[config.mk]
export PLATFORM = sky130hd
export DESIGN_NAME = digit_overlay_ctrl
export DESIGN_NICKNAME = d
export VERILOG_FILES = /design/src/rtl/digit_overlay_ctrl_pkg.sv /design/src/rtl/digit_overlay_ctrl_bin2bcd_seq.sv /design/src/rtl/digit_overlay_ctrl.sv
export SDC_FILE = /design/constraint.sdc
export NUM_CORES = 1
export LEC_CHECK = 0
export BUFFER_PORTS_ARGS = -buffer_cell sky130_fd_sc_hd__buf_2
export CAP_MARGIN = 25
export CORE_MARGIN = 5
export CORE_UTILIZATION = 55
export DETAILED_ROUTE_END_ITERATION = 16
export PLACE_DENSITY = 0.77
export SLEW_MARGIN = 5
export SYNTH_ARGS = -nofsm -noshare
export SYNTH_HDL_FRONTEND = slang
export SYNTH_SLANG_ARGS = --single-unit
export TNS_END_PERCENT = 1
[constraint.sdc]
create_clock -name clk -period 4 [get_ports clk]
set_input_delay 0 -clock clk [delete_from_list [all_inputs] [get_ports clk]]
set_output_delay 0 -clock clk [all_outputs]
set_load 0.01 [all_outputs]
[src/rtl/digit_overlay_ctrl_pkg.sv]
// Shared constants, FSM state type and glyph helpers for the numeric overlay.
package digit_overlay_ctrl_pkg;

    localparam int unsigned DIGIT_W    = 16;
    localparam int unsigned DIGIT_H    = 32;
    localparam int unsigned GLYPH_BITS = 512;

    typedef enum logic [1:0] {
        S_IDLE,
        S_LOAD,
        S_SHIFT,
        S_COMMIT
    } state_t;

    // Glyph MSB is the top-left pixel, so the bit index runs backwards.
    function automatic logic [8:0] glyph_addr_of(input logic [4:0] row, input logic [3:0] col);
        return 9'(GLYPH_BITS - 1) - {row, col};
    endfunction

    function automatic logic [3:0] add3_if_ge5(input logic [3:0] nib);
        return (nib >= 4'd5) ? nib + 4'd3 : nib;
    endfunction

endpackage

[src/rtl/digit_overlay_ctrl_bin2bcd_seq.sv]
// Sequential shift-add-3 binary to BCD converter: one bit per cycle after start.
module bin2bcd_seq
    import digit_overlay_ctrl_pkg::*;
#(
    parameter int unsigned VAL_W      = 16,
    parameter int unsigned NUM_DIGITS = 5
) (
    input  logic                    clk,
    input  logic                    rst_n,
    input  logic                    start,
    input  logic [VAL_W-1:0]        data,
    output logic                    done,
    output logic [4*NUM_DIGITS-1:0] bcd
);

    localparam int unsigned CNT_W = $clog2(VAL_W + 1);
    localparam int unsigned BCD_W = 4 * NUM_DIGITS;

    logic [VAL_W-1:0] bin;
    logic [CNT_W-1:0] cnt;
    logic             running;
    logic [BCD_W-1:0] bcd_adj;

    always_comb begin
        bcd_adj = '0;
        for (int unsigned k = 0; k < NUM_DIGITS; k++) begin
            bcd_adj[4*k +: 4] = add3_if_ge5(bcd[4*k +: 4]);
        end
    end

    // High during the final shift, so bcd holds the result on the next cycle.
    assign done = running && (cnt == CNT_W'(VAL_W - 1));

    always_ff @(posedge clk or negedge rst_n) begin
        if (!rst_n) begin
            bin     <= '0;
            bcd     <= '0;
            cnt     <= '0;
            running <= 1'b0;
        end else if (start) begin
            bin     <= data;
            bcd     <= '0;
            cnt     <= '0;
            running <= 1'b1;
        end else if (running) begin
            bcd <= {bcd_adj[BCD_W-2:0], bin[VAL_W-1]};
            bin <= bin << 1;
            cnt <= cnt + 1'b1;
            if (done) begin
                running <= 1'b0;
            end
        end
    end

endmodule

[src/rtl/digit_overlay_ctrl.sv]
// Frame-synchronous numeric overlay sequencer feeding the 16x32 decimal glyph ROM.
module digit_overlay_ctrl
    import digit_overlay_ctrl_pkg::*;
#(
    parameter int unsigned VAL_W      = 16,
    parameter int unsigned NUM_DIGITS = 5,
    parameter int unsigned X0         = 0,
    parameter int unsigned Y0         = 50
) (
    input  logic             clk,
    input  logic             rst_n,
    input  logic             frame_start,
    input  logic [VAL_W-1:0] value,
    input  logic             value_valid,
    input  logic [11:0]      pixel_x,
    input  logic [11:0]      pixel_y,
    input  logic             de,
    output logic [3:0]       number_data,
    output logic [8:0]       glyph_addr,
    output logic             overlay_en,
    output logic             busy
);

    localparam int unsigned IDX_W   = (NUM_DIGITS > 1) ? $clog2(NUM_DIGITS) : 1;
    localparam logic [11:0] FIELD_W = 12'(DIGIT_W * NUM_DIGITS);
    localparam logic [11:0] FIELD_H = 12'(DIGIT_H);

    state_t                  state;
    logic [VAL_W-1:0]        shadow;
    logic [3:0]              digits [NUM_DIGITS];
    logic                    conv_start;
    logic                    conv_done;
    logic [4*NUM_DIGITS-1:0] conv_bcd;

    always_ff @(posedge clk or negedge rst_n) begin
        if (!rst_n) begin
            shadow <= '0;
        end else if (value_valid) begin
            shadow <= value;
        end
    end

    assign conv_start = (state == S_LOAD);

    bin2bcd_seq #(
        .VAL_W      (VAL_W),
        .NUM_DIGITS (NUM_DIGITS)
    ) u_bin2bcd (
        .clk   (clk),
        .rst_n (rst_n),
        .start (conv_start),
        .data  (shadow),
        .done  (conv_done),
        .bcd   (conv_bcd)
    );

    always_ff @(posedge clk or negedge rst_n) begin
        if (!rst_n) begin
            state <= S_IDLE;
            busy  <= 1'b0;
            for (int unsigned k = 0; k < NUM_DIGITS; k++) begin
                digits[k] <= '0;
            end
        end else begin
            case (state)
                S_IDLE: begin
                    if (frame_start) begin
                        state <= S_LOAD;
                        busy  <= 1'b1;
                    end
                end
                S_LOAD:  state <= S_SHIFT;
                S_SHIFT: begin
                    if (conv_done) begin
                        state <= S_COMMIT;
                    end
                end
                S_COMMIT: begin
                    // digits[0] is the most significant, i.e. the top BCD nibble.
                    for (int unsigned k = 0; k < NUM_DIGITS; k++) begin
                        digits[k] <= conv_bcd[4*(NUM_DIGITS-1-k) +: 4];
                    end
                    state <= S_IDLE;
                    busy  <= 1'b0;
                end
                default: state <= S_IDLE;
            endcase
        end
    end

    logic [11:0]           dx;
    logic [11:0]           dy;
    logic                  hit;
    logic [IDX_W-1:0]      idx;
    logic [NUM_DIGITS-1:0] vis;
    logic                  seen;
    logic [3:0]            sel_digit;
    logic                  sel_vis;

    // Left/above the field wraps dx/dy to large values, so one compare per axis suffices.
    assign dx  = pixel_x - 12'(X0);
    assign dy  = pixel_y - 12'(Y0);
    assign hit = de && (dx < FIELD_W) && (dy < FIELD_H);
    assign idx = dx[4 +: IDX_W];

    always_comb begin
        seen      = 1'b0;
        vis       = '0;
        sel_digit = '0;
        sel_vis   = 1'b0;
        for (int unsigned k = 0; k < NUM_DIGITS; k++) begin
            seen   = seen | (digits[k] != 4'd0);
            vis[k] = seen | (k == NUM_DIGITS - 1);
            if (idx == IDX_W'(k)) begin
                sel_digit = digits[k];
                sel_vis   = vis[k];
            end
        end
    end

    always_ff @(posedge clk or negedge rst_n) begin
        if (!rst_n) begin
            number_data <= '0;
            glyph_addr  <= '0;
            overlay_en  <= 1'b0;
        end else begin
            number_data <= hit ? sel_digit : 4'd0;
            glyph_addr  <= hit ? glyph_addr_of(dy[4:0], dx[3:0]) : 9'd0;
            overlay_en  <= hit && sel_vis;
        end
    end

endmodule

==> flow_summary.json <==
{
  "routed_wirelength_um": 8250,
  "die_area_um2": 10000,
  "swShare_pct": 34.6,
  "use_met1_pct": 22.6,
  "switching_power_w": 0.00103,
  "grt.total_usage_pct": 17.9,
  "timing.critical_path.fanout_max": 14,
  "grt_pass1_vias": 3228,
  "antenna_left": 0,
  "critical_path.slowest_cell": "sky130_fd_sc_hd__or4_1",
  "num_io_pins": 60,
  "synth-adder-area-share_pct": 4.77,
  "busiest_layer": "met2",
  "worstSetupPathType": "primary input to register",
  "worst_hold_path_type": "primary input to register",
  "timing.hold.worst_endpoint": "overlay_en",
  "r2r_slack_ns": 2.07,
  "yosys_most_used_dff": "sky130_fd_sc_hd__dfrtp_1",
  "fin_crit_ns": 2.15,
  "layout_worst_path_cycle_share_pct": 53.8,
  "cts_tree": "done",
  "worst_clock_skew_ns": 0.0119,
  "p_clk_share_pct": 20.0,
  "rows": 32,
  "seq_area_frac_synth_pct": 53.3,
  "netlist-cell-type-count": 38,
  "grt_pass1_wl_um": 14600,
  "cts_max_path_buffers": 2,
  "ys_ff_latch": 95,
  "rsz_0062_raised_after_global_routing": "false",
  "timing.slew.headroom_pct": 37.7,
  "critPathBufInv": 3,
  "power.sequential.fraction_pct": 48.2,
  "drc_errors_left": 0,
  "post_cts.repair.setup_buffers": 0,
  "min_delay_path_depth": 4,
  "worstHoldStart": "pixel_x[6]",
  "power.leakage_nw": 2.66,
  "maxCapViolCount": 0,
  "antenna_found_initial": 0,
  "globalRouteOverflowTotal": 0,
  "grt.met2_usage_pct": 30.9,
  "synthesized_area_fraction_occupied_by_and_or_nand_nor_cells_pct": 10.3,
  "max_slew.worst_pin.slew_ns": 0.935,
  "main_combinational_cell_family_by_area_after_synthesis": "multiplexers",
  "areaGrowthSynthToFinish_pct": 18.6,
  "fp.coreArea_um2": 7810,
  "vias": 3095,
  "critical_path.startpoint_type": "primary input",
  "comb_power_share_pct": 31.7,
  "post_synth_mux_area_share_pct": 16.5,
  "path_delay_family": "simple AND/OR/NAND/NOR gates",
  "finalMaxSlewViolations": 0,
  "die_height_um": 100,
  "syn_avg_cell_area_um2": 11.4,
  "port_buffers": 59,
  "wire_per_inst_um": 14.2,
  "yosys_warnings": 0,
  "routed_via_density": 5.35,
  "timing.reg2reg.worst_path_depth": 4,
  "gp_congestion": 0.800,
  "crit_path_cell_trace": "dlygate4sd3_1 -> buf_2 -> inv_1 -> ha_1 -> nand2b_1 -> a311oi_1 -> xor2_1 -> or4_1 -> a21oi_1",
  "numClockSinks": 95,
  "post_route_cells_drive_above_1_share_pct": 25.2,
  "cts-htree-levels": 3,
  "antenna_cells_inserted": 0,
  "vdd.ir_drop.worst_mv": 0.306,
  "syn-num-nets": 453,
  "final_hold_viol_count": 0,
  "die_x_um": 100,
  "maximum_number_of_pins_on_one_net_before_global_route_repair": 59,
  "timing.final.setup_violations": 0,
  "synth_edf_count": 0,
  "firstDrtPassIters": 4,
  "critical_path_arrival_ns": 2.42,
  "place.detailed.hpwl_um": 5540,
  "layout.core_utilization_pct": 67.8,
  "cts.root.buffer_cell": "sky130_fd_sc_hd__clkbuf_8",
  "skew_pair_late_insertion_delay_ns": 0.36,
  "groute.layer.met3.usage_pct": 3.96,
  "post_synth_xor_xnor_area_pct": 3.34,
  "end_kind": "register",
  "cts_buffers": 9,
  "tns_ns": 0,
  "ys_async_sr_fraction_pct": 100,
  "n_fill_cell": 584,
  "dr.first_iter.drc_count": 159,
  "start_util_pct": 57.1,
  "intPower_w": 0.00194,
  "timing.rr.end": "u_bin2bcd.bcd[8]",
  "syn_inst": 391,
  "nNetsFinal": 534,
  "power.density_nw_per_um2": 560,
  "outcome": "complete, no violations",
  "fmax_ghz": 0.465,
  "timing.rr.start": "state[1]",
  "critical_path.max_stage_delay_ns": 0.76,
  "syn-cell-area_um2": 4460,
  "timing.critical_path.depth": 9,
  "clkTransAtPathRegs_ns": 0.09,
  "critical_path_required_ns": 4.27,
  "synth_compound_area_share_pct": 8.16
}
[worst max path at each step]
stage | startpoint | to | slack [ns]
CTS | pixel_y[1] | overlay_en | 1.85
global route | pixel_y[1] | overlay_en | 1.73
detailed placement | pixel_y[9] | overlay_en | 1.86
global placement | pixel_y[9] | overlay_en | 1.97
floorplan | pixel_y[9] | number_data[2] | 2.18
finish | pixel_y[1] | overlay_en | 1.85
[layout make-up]
type,count,area (um^2),share of cell area (%)
Sequential cell,95,2380,44.9
Multi-Input combinational cell,258,1920,36.3
Timing Repair Buffer,90,613,11.6
Clock buffer,10,138,2.60
Tap cell,102,128,2.41
Inverter,18,67.6,1.28
Clock inverter,6,50.0,0.945
[cell families (layout without fill, tap and decap cells)]
| family | count (synthesis) | count (layout) |
|---|---|---|
| adders and majority gates | 17 | 17 |
| AOI/OAI and AO/OA | 63 | 63 |
| muxes | 64 | 64 |
| and+or+nand+nor | 97 | 97 |
| DFF | 95 | 95 |
| xor gates and xnor gates | 17 | 17 |
| buffers and inverters | 38 | 124 |
[worst min-delay path, cell delays in order]
cell	delay [ns]
sky130_fd_sc_hd__buf_2	0.10
sky130_fd_sc_hd__inv_1	0.09
sky130_fd_sc_hd__nand3_1	0.08
sky130_fd_sc_hd__a21oi_1	0.06
[placed cells by master (no fill, tap or decap), types with 2 or more instances in the layout]
master                          instances
sky130_fd_sc_hd__a22oi_1                4
sky130_fd_sc_hd__mux2i_1               24
sky130_fd_sc_hd__nor4_1                 2
sky130_fd_sc_hd__o211ai_1               4
sky130_fd_sc_hd__a21oi_1               17
sky130_fd_sc_hd__buf_2                 58
sky130_fd_sc_hd__mux2_2                36
sky130_fd_sc_hd__mux4_2                 4
sky130_fd_sc_hd__dlygate4sd3_1         28
sky130_fd_sc_hd__nor3_1                 2
sky130_fd_sc_hd__xnor2_1               12
sky130_fd_sc_hd__a21o_1                 5
sky130_fd_sc_hd__nand2b_1              15
sky130_fd_sc_hd__xor2_1                 5
sky130_fd_sc_hd__nand3_1               10
sky130_fd_sc_hd__nand2_1               31
sky130_fd_sc_hd__dfrtp_1               94
sky130_fd_sc_hd__nor2_1                28
sky130_fd_sc_hd__clkbuf_8              10
sky130_fd_sc_hd__or4_1                  2
sky130_fd_sc_hd__buf_4                  3
sky130_fd_sc_hd__inv_6                  3
sky130_fd_sc_hd__o21ai_0               28
sky130_fd_sc_hd__inv_1                 18
sky130_fd_sc_hd__ha_1                  17
[metal layers]
layer  share of wire [%]  up-vias
met3                 5.6       14
met5                   0        -
met1                  44     1496
li1                    -     1510
met4                 1.9        0
met2                  48       75
[power by group through the flow]
| stage | combinational (W) | sequential, W | clock (W) |
|---|---|---|---|
| after floorplan | 0.000750 | 0.00137 | 0 |
| after global placement | 0.000862 | 0.00145 | 0 |
| after detailed placement | 0.000909 | 0.00146 | 0 |
| after CTS | 0.000939 | 0.00144 | 0.000612 |
| after global routing | 0.00109 | 0.00146 | 0.000657 |
| final | 0.000941 | 0.00143 | 0.000595 |
[timing repair]
action	CTS	global route
hold endpoints to repair	83	0
hold buffers	28	0
resized for setup	0	0
[Yosys cell counts, types with 2 or more instances]
library cell	count	share of area, %
sky130_fd_sc_hd__nor2_1	28	2.4
sky130_fd_sc_hd__or4_1	2	0.34
sky130_fd_sc_hd__ha_1	17	4.8
sky130_fd_sc_hd__nor4_1	2	0.28
sky130_fd_sc_hd__xor2_1	5	0.98
sky130_fd_sc_hd__o21ai_0	28	3.1
sky130_fd_sc_hd__xnor2_1	12	2.4
sky130_fd_sc_hd__inv_1	18	1.5
sky130_fd_sc_hd__mux2_2	36	9.1
sky130_fd_sc_hd__dfrtp_1	95	53
sky130_fd_sc_hd__a22oi_1	4	0.67
sky130_fd_sc_hd__clkbuf_1	13	1.1
sky130_fd_sc_hd__nand3_1	10	1.1
sky130_fd_sc_hd__a21oi_1	17	1.9
sky130_fd_sc_hd__mux2i_1	24	5.4
sky130_fd_sc_hd__nand2_1	31	2.6
sky130_fd_sc_hd__buf_1	3	0.25
sky130_fd_sc_hd__mux4_2	4	2.0
sky130_fd_sc_hd__o211ai_1	4	0.67
sky130_fd_sc_hd__nand2b_1	15	2.1
sky130_fd_sc_hd__nor3_1	2	0.22
sky130_fd_sc_hd__a21o_1	5	0.84
[stage by stage]
step	area [um^2]	total power (W)	hold WS [ns]	cells	worst slack, ns
2_1_floorplan	4460	0.00212	-0.296	391	2.18
3_3_place_gp	4810	0.00231	0.111	534	1.97
3_5_place_dp	4810	0.00237	0.105	534	1.86
4_1_cts	5270	0.00299	0.0100	578	1.85
5_1_grt	5290	0.00321	0.0641	579	1.73
6_report	5290	0.00297	0.0302	579	1.85
[registers in the layout, indices dropped and copies added, names as in the netlist]
name	cells
busy	1
digits	20
glyph_addr	9
number_data	4
overlay_en	1
shadow	16
state	2
u_bin2bcd.bcd	20
u_bin2bcd.bin	16
u_bin2bcd.cnt	5
u_bin2bcd.running	1
Note: power is estimated with default switching activity, not from simulation.
